==> src/rtl/alu_pipe.sv <==
// Two-stage valid/ready ALU: S1 captures the request, S2 computes and holds the result.
// A registered N/V/Z flag file is updated on the output handshake.

module alu_pipe_lane #(
  parameter int LANE_W = 4
) (
  input  logic [LANE_W-1:0] a,
  input  logic [LANE_W-1:0] b,
  output logic [LANE_W-1:0] y
);
  logic [LANE_W-1:0] sum;
  logic              ovf;

  assign sum = a + b;
  assign ovf = (a[LANE_W-1] == b[LANE_W-1]) && (sum[LANE_W-1] != a[LANE_W-1]);
  assign y   = !ovf ? sum :
               a[LANE_W-1] ? {1'b1, {(LANE_W-1){1'b0}}} : {1'b0, {(LANE_W-1){1'b1}}};
endmodule

module alu_pipe #(
  parameter int WIDTH  = 16,
  parameter int LANE_W = 4,
  parameter int SAT    = 1
) (
  input  logic             clk,
  input  logic             rst,
  input  logic             in_valid,
  output logic             in_ready,
  input  logic [3:0]       opcode,
  input  logic [WIDTH-1:0] op_a,
  input  logic [WIDTH-1:0] op_b,
  output logic             out_valid,
  input  logic             out_ready,
  output logic [WIDTH-1:0] result,
  output logic [3:0]       res_op,
  output logic [2:0]       flags
);
  localparam int STAGES = 2;
  localparam int SH_W   = $clog2(WIDTH);
  localparam int NLANE  = WIDTH / LANE_W;
  localparam int NBYTE  = WIDTH / 8;

  localparam logic [3:0] OP_ADD = 4'h0, OP_SUB = 4'h1, OP_RED = 4'h2, OP_XOR = 4'h3,
                         OP_SLL = 4'h4, OP_SRA = 4'h5, OP_ROR = 4'h6, OP_PAD = 4'h7,
                         OP_LW  = 4'h8, OP_SW  = 4'h9, OP_LHB = 4'hA, OP_LLB = 4'hB;

  typedef struct packed {
    logic [3:0]       op;
    logic [WIDTH-1:0] a;
    logic [WIDTH-1:0] b;
  } req_t;

  req_t              s1_q;
  logic [STAGES:1]   vld_pipe;
  logic              adv;
  logic              s2_v;

  assign adv       = !vld_pipe[2] || out_ready;
  assign in_ready  = !vld_pipe[1] || adv;
  assign out_valid = vld_pipe[2];

  // ---------------- S2 compute ----------------
  logic [WIDTH-1:0]   a, b;
  logic [SH_W-1:0]    amt;
  logic [WIDTH-1:0]   sum_add, sum_sub, sat_val, red_sum, lw_addr;
  logic [2*WIDTH-1:0] rot2;
  logic               v_add, v_sub;
  logic [WIDTH-1:0]   res_c;
  logic               v_c;

  logic [NLANE-1:0][LANE_W-1:0] lane_a, lane_b, lane_y;

  assign a   = s1_q.a;
  assign b   = s1_q.b;
  assign amt = b[SH_W-1:0];

  assign sum_add = a + b;
  assign sum_sub = a - b;
  assign v_add   = (a[WIDTH-1] == b[WIDTH-1]) && (sum_add[WIDTH-1] != a[WIDTH-1]);
  assign v_sub   = (a[WIDTH-1] != b[WIDTH-1]) && (sum_sub[WIDTH-1] != a[WIDTH-1]);
  // overflow direction always follows the sign of op_a for both ADD and SUB
  assign sat_val = a[WIDTH-1] ? {1'b1, {(WIDTH-1){1'b0}}} : {1'b0, {(WIDTH-1){1'b1}}};
  assign rot2    = {a, a} >> amt;
  assign lw_addr = (a & ~WIDTH'(1)) + (b << 1);

  assign lane_a = a;
  assign lane_b = b;

  genvar gl;
  generate
    for (gl = 0; gl < NLANE; gl++) begin : g_lane
      alu_pipe_lane #(.LANE_W(LANE_W)) u_lane (
        .a (lane_a[gl]),
        .b (lane_b[gl]),
        .y (lane_y[gl])
      );
    end
  endgenerate

  // byte sum cannot exceed WIDTH bits for WIDTH >= 16, so no clamp is needed
  always_comb begin
    red_sum = '0;
    for (int i = 0; i < NBYTE; i++) begin
      red_sum = red_sum + {{(WIDTH-8){a[8*i+7]}}, a[8*i +: 8]}
                        + {{(WIDTH-8){b[8*i+7]}}, b[8*i +: 8]};
    end
  end

  always_comb begin
    res_c = '0;
    v_c   = 1'b0;
    case (s1_q.op)
      OP_ADD: begin
        v_c   = v_add;
        res_c = (SAT != 0 && v_add) ? sat_val : sum_add;
      end
      OP_SUB: begin
        v_c   = v_sub;
        res_c = (SAT != 0 && v_sub) ? sat_val : sum_sub;
      end
      OP_RED:        res_c = red_sum;
      OP_XOR:        res_c = a ^ b;
      OP_SLL:        res_c = a << amt;
      OP_SRA:        res_c = $signed(a) >>> amt;
      OP_ROR:        res_c = rot2[WIDTH-1:0];
      OP_PAD:        res_c = lane_y;
      OP_LW, OP_SW:  res_c = lw_addr;
      OP_LHB:        res_c = {b[7:0], a[WIDTH-9:0]};
      OP_LLB:        res_c = {a[WIDTH-1:8], b[7:0]};
      default:       res_c = '0;
    endcase
  end

  // ---------------- pipeline registers ----------------
  always_ff @(posedge clk or posedge rst) begin
    if (rst) begin
      vld_pipe <= '0;
      s1_q     <= '0;
      result   <= '0;
      res_op   <= '0;
      s2_v     <= 1'b0;
    end else begin
      if (in_ready) begin
        vld_pipe[1] <= in_valid;
        if (in_valid) s1_q <= '{op: opcode, a: op_a, b: op_b};
      end
      if (adv) begin
        vld_pipe[2] <= vld_pipe[1];
        if (vld_pipe[1]) begin
          result <= res_c;
          res_op <= s1_q.op;
          s2_v   <= v_c;
        end
      end
    end
  end

  // ---------------- flag file {N,V,Z} ----------------
  always_ff @(posedge clk or posedge rst) begin
    if (rst) begin
      flags <= '0;
    end else if (out_valid && out_ready) begin
      case (res_op)
        OP_ADD, OP_SUB:                 flags <= {result[WIDTH-1], s2_v, result == '0};
        OP_XOR, OP_SLL, OP_SRA, OP_ROR: flags <= {flags[2:1], result == '0};
        default:                        flags <= flags;
      endcase
    end
  end
endmodule
==> config.mk <==
export PLATFORM = sky130hd
export DESIGN_NAME = alu_pipe
export DESIGN_NICKNAME = d
export VERILOG_FILES = /design/src/rtl/alu_pipe.sv
export SDC_FILE = /design/constraint.sdc
export NUM_CORES = 1
export LEC_CHECK = 0
export ABC_AREA = 1
export BUFFER_PORTS_ARGS = -buffer_cell sky130_fd_sc_hd__buf_2
export CORE_MARGIN = 1
export CORE_UTILIZATION = 40
export DETAILED_ROUTE_END_ITERATION = 10
export SETUP_SLACK_MARGIN = 0.2
export SYNTH_ARGS = -nofsm -noshare
export SYNTH_HDL_FRONTEND = slang
export SYNTH_SLANG_ARGS = --single-unit
export TNS_END_PERCENT = 20
==> constraint.sdc <==
create_clock -name clk -period 3.7 [get_ports clk]
set_input_delay 0.185 -clock clk [delete_from_list [all_inputs] [get_ports clk]]
set_output_delay 0.185 -clock clk [all_outputs]
set_load 0.01 [all_outputs]
==> flow_metrics.tcl <==
set metrics [dict create \
    clk_pin_slew_ps 70 \
    viasPerCell 5.74 \
    tightest_slew_ps 1120 \
    ios 65 \
    hold_class "in -> async" \
    fp.dieW_um 150 \
    fin_crit_ps 3410 \
    p_leak_nw 5.69 \
    clockRootBuffer "clkbuf_16" \
    max_freq_ghz 0.294 \
    cts_buffer_depth 2 \
    yosys_warnings 0 \
    hold_viol 0 \
    dp_cells 1897 \
    yosys.area.top_type_share_pct 23.6 \
    p_sw_mw 3.89 \
    rsz0062_at_grt "true" \
    hpwl_um 34600 \
    overflow 0 \
    setup_viol 0 \
    vias 11000 \
    first_pass_iters 6 \
    synthArstFlopShare_pct 100 \
    grt_antenna_before_repair 1 \
    syn_nets 1655 \
    ys_seq_area_share_pct 17.6 \
    crit_fanout 9 \
    syn_to_final_growth_pct 19.2 \
    initial_core_util_pct 41.3 \
    avgSynthCellArea_um2 5.72 \
    tns_ps 0 \
    fin_crit_sh_pct 92.1 \
    rows 53 \
    nFillCells 2246 \
    yosysMostFrequentCell "nand2_1" \
    drt-wirelength-per-cell_um 22.5 \
    ys_types 42 \
    fin_worst_skew_ps 15.9 \
    nNetsFinal 1763 \
    critPathCaptureType "register" \
    seqPwrFrac_pct 15.3 \
    synth_common_cells "nand2_1, nand3_1, inv_1" \
    place.gp.congestion 1.00 \
    p_per_area_nw_per_um2 670 \
    ant_nets 0 \
    drt_wl_total_um 43300 \
    crit_required_ps 3930 \
    syn_inst 1536 \
    cts_buffers 9 \
    internal_power_mw 3.13 \
    grt_max_degree 43 \
    drc 0 \
    ys_top_cells_by_area "nand2_1, dfrtp_1, nand3_1" \
    drv_slew 0 \
    die_h_um 150 \
    synth-seq-cells 62 \
    status "complete, no violations" \
    switching_share_pct 55.4 \
    core_area_um2 21300 \
    yosysTopAreaCell "nand2_1" \
    startpoint_type "register" \
    numPortBuffers 64 \
    synth_area_um2 8790 \
    share_comb_of_total_power_pct 71.3 \
    clock_power_share_pct 13.4 \
    peakVddDrop_mv 0.458 \
    layoutNonFillerInstCount 1924 \
    synth_edf_count 0 \
    relSlewSlack_pct 25.3 \
    die_area_um2 22600 \
    worstSetupPathType "reg -> reg" \
    utilization_pct 49.2 \
    grtUsageTotal_pct 39.0 \
    antenna_cells 0 \
    drive_gt1_share_pct 14.9 \
    grt_pass1_wl_um 62800 \
    cts_tree "yes" \
    ys.flop_type "dfrtp_1" \
    cp_data_arrival_time_ps 3640 \
    grt_pass1_vias 9992 \
    drt_iter0_markers 1390 \
    cts_max_level 3 \
    cts_sinks 62 \
    clock_latency_ps 360 \
    drv_cap 0 \
]
[flip-flops by register name (all words and copies together) (netlist names)]
register / flops
a: 16
b: 16
flags: 3
res_op: 4
result: 16
s1_q: 4
s2_v: 1
vld_pipe: 2
[layout make-up]
class | count | area [um^2] | area share (%)
tap | 275 | 344 | 3.28
inverter | 181 | 686 | 6.54
clock inverter | 7 | 73.8 | 0.704
multi-input combinational | 1246 | 6620 | 63.1
clock buffer | 9 | 225 | 2.15
timing repair buffer | 144 | 980 | 9.35
sequential | 62 | 1560 | 14.8
[cell usage in the layout (no fill, tap or decap), types with 20 or more instances in the layout]
master	synthesis	routed
a21oi_1	88	84
nand2_1	552	547
buf_4	5	71
buf_2	14	64
inv_1	172	163
nor2_1	171	162
fa_1	24	21
nand3_1	214	212
dfrtp_1	62	59
nand4_1	20	20
ha_1	55	39
o21ai_0	39	38
[metrics by stage]
| step | setup WS [ps] | cell area [um^2] | hold slack [ps] | total power, mW |
|---|---|---|---|---|
| floorplan | 197 | 8800 | 344 | 3.89 |
| finish | 293 | 10500 | 38.4 | 7.02 |
| global route | 151 | 10500 | 89.3 | 7.50 |
| CTS | 192 | 10100 | 68.2 | 6.52 |
| detailed placement | -24.4 | 9740 | 440 | 5.54 |
| global placement | -84.2 | 9740 | 430 | 5.57 |
[routing by layer]
layer	vias to the layer above	share of wire [%]	GRT usage [%]
li1	5135	-	-
met1	5159	43	54.6
met2	649	42	58.1
met3	101	12	9.18
met4	2	4.0	13.5
met5	-	0.021	0
[logic make-up (layout without fill, tap and decap cells)]
family,count (synthesis),in the layout,synth area share (%)
mux,2,2,0.256
fa+ha+maj,79,79,13.3
simple gates,995,995,47.5
compound gates,157,157,9.66
flops,62,62,17.6
xor+xnor,13,13,1.29
buf+inv,228,341,10.4
[power groups by stage]
stage	logic, mW	clock network, mW	registers, mW
after floorplan	2.82	0	1.07
final	5.01	0.939	1.07
after detailed placement	4.48	0	1.06
after global placement	4.51	0	1.05
after global routing	5.47	0.955	1.08
after CTS	4.53	0.940	1.05
[what timing repair did]
| action | in CTS | in global routing |
|---|---|---|
| gates cloned | 0 | 0 |
| pin swaps | 1 | 16 |
| endpoints found under the setup margin | 6 | 16 |
| hold buffers | 0 | 0 |
| gates resized for setup | 11 | 67 |
| setup buffers | 1 | 10 |
[final timing paths]
kind	depth (start not counted)	start	slack [ps]	end
min reg2reg	2	flags[0]	500	flags[0]
max reg2reg	18	b[14]	290	result[4]
max in group asynchronous	3	rst	2680	a[11]
max	18	b[14]	290	result[4]
min in group clk	3	op_b[15]	70	b[15]
min	2	rst	40	vld_pipe[1]
[critical path, cell delays in order (launching register included)]
cell and delay, ps:
dfrtp_1 450, inv_1 200, ha_1 540, inv_2 150, nor2_1 130, nor2_1 80
fa_1 500, nand2_1 70, nor2_1 120, nor2_1 70, buf_6 150, a21oi_4 140
o22ai_1 90, nor2_2 160, nand2_1 110, nor2_1 110, nand2_1 60, nand2_1 60
nand2_1 90
(Power assumes the default switching activity.)
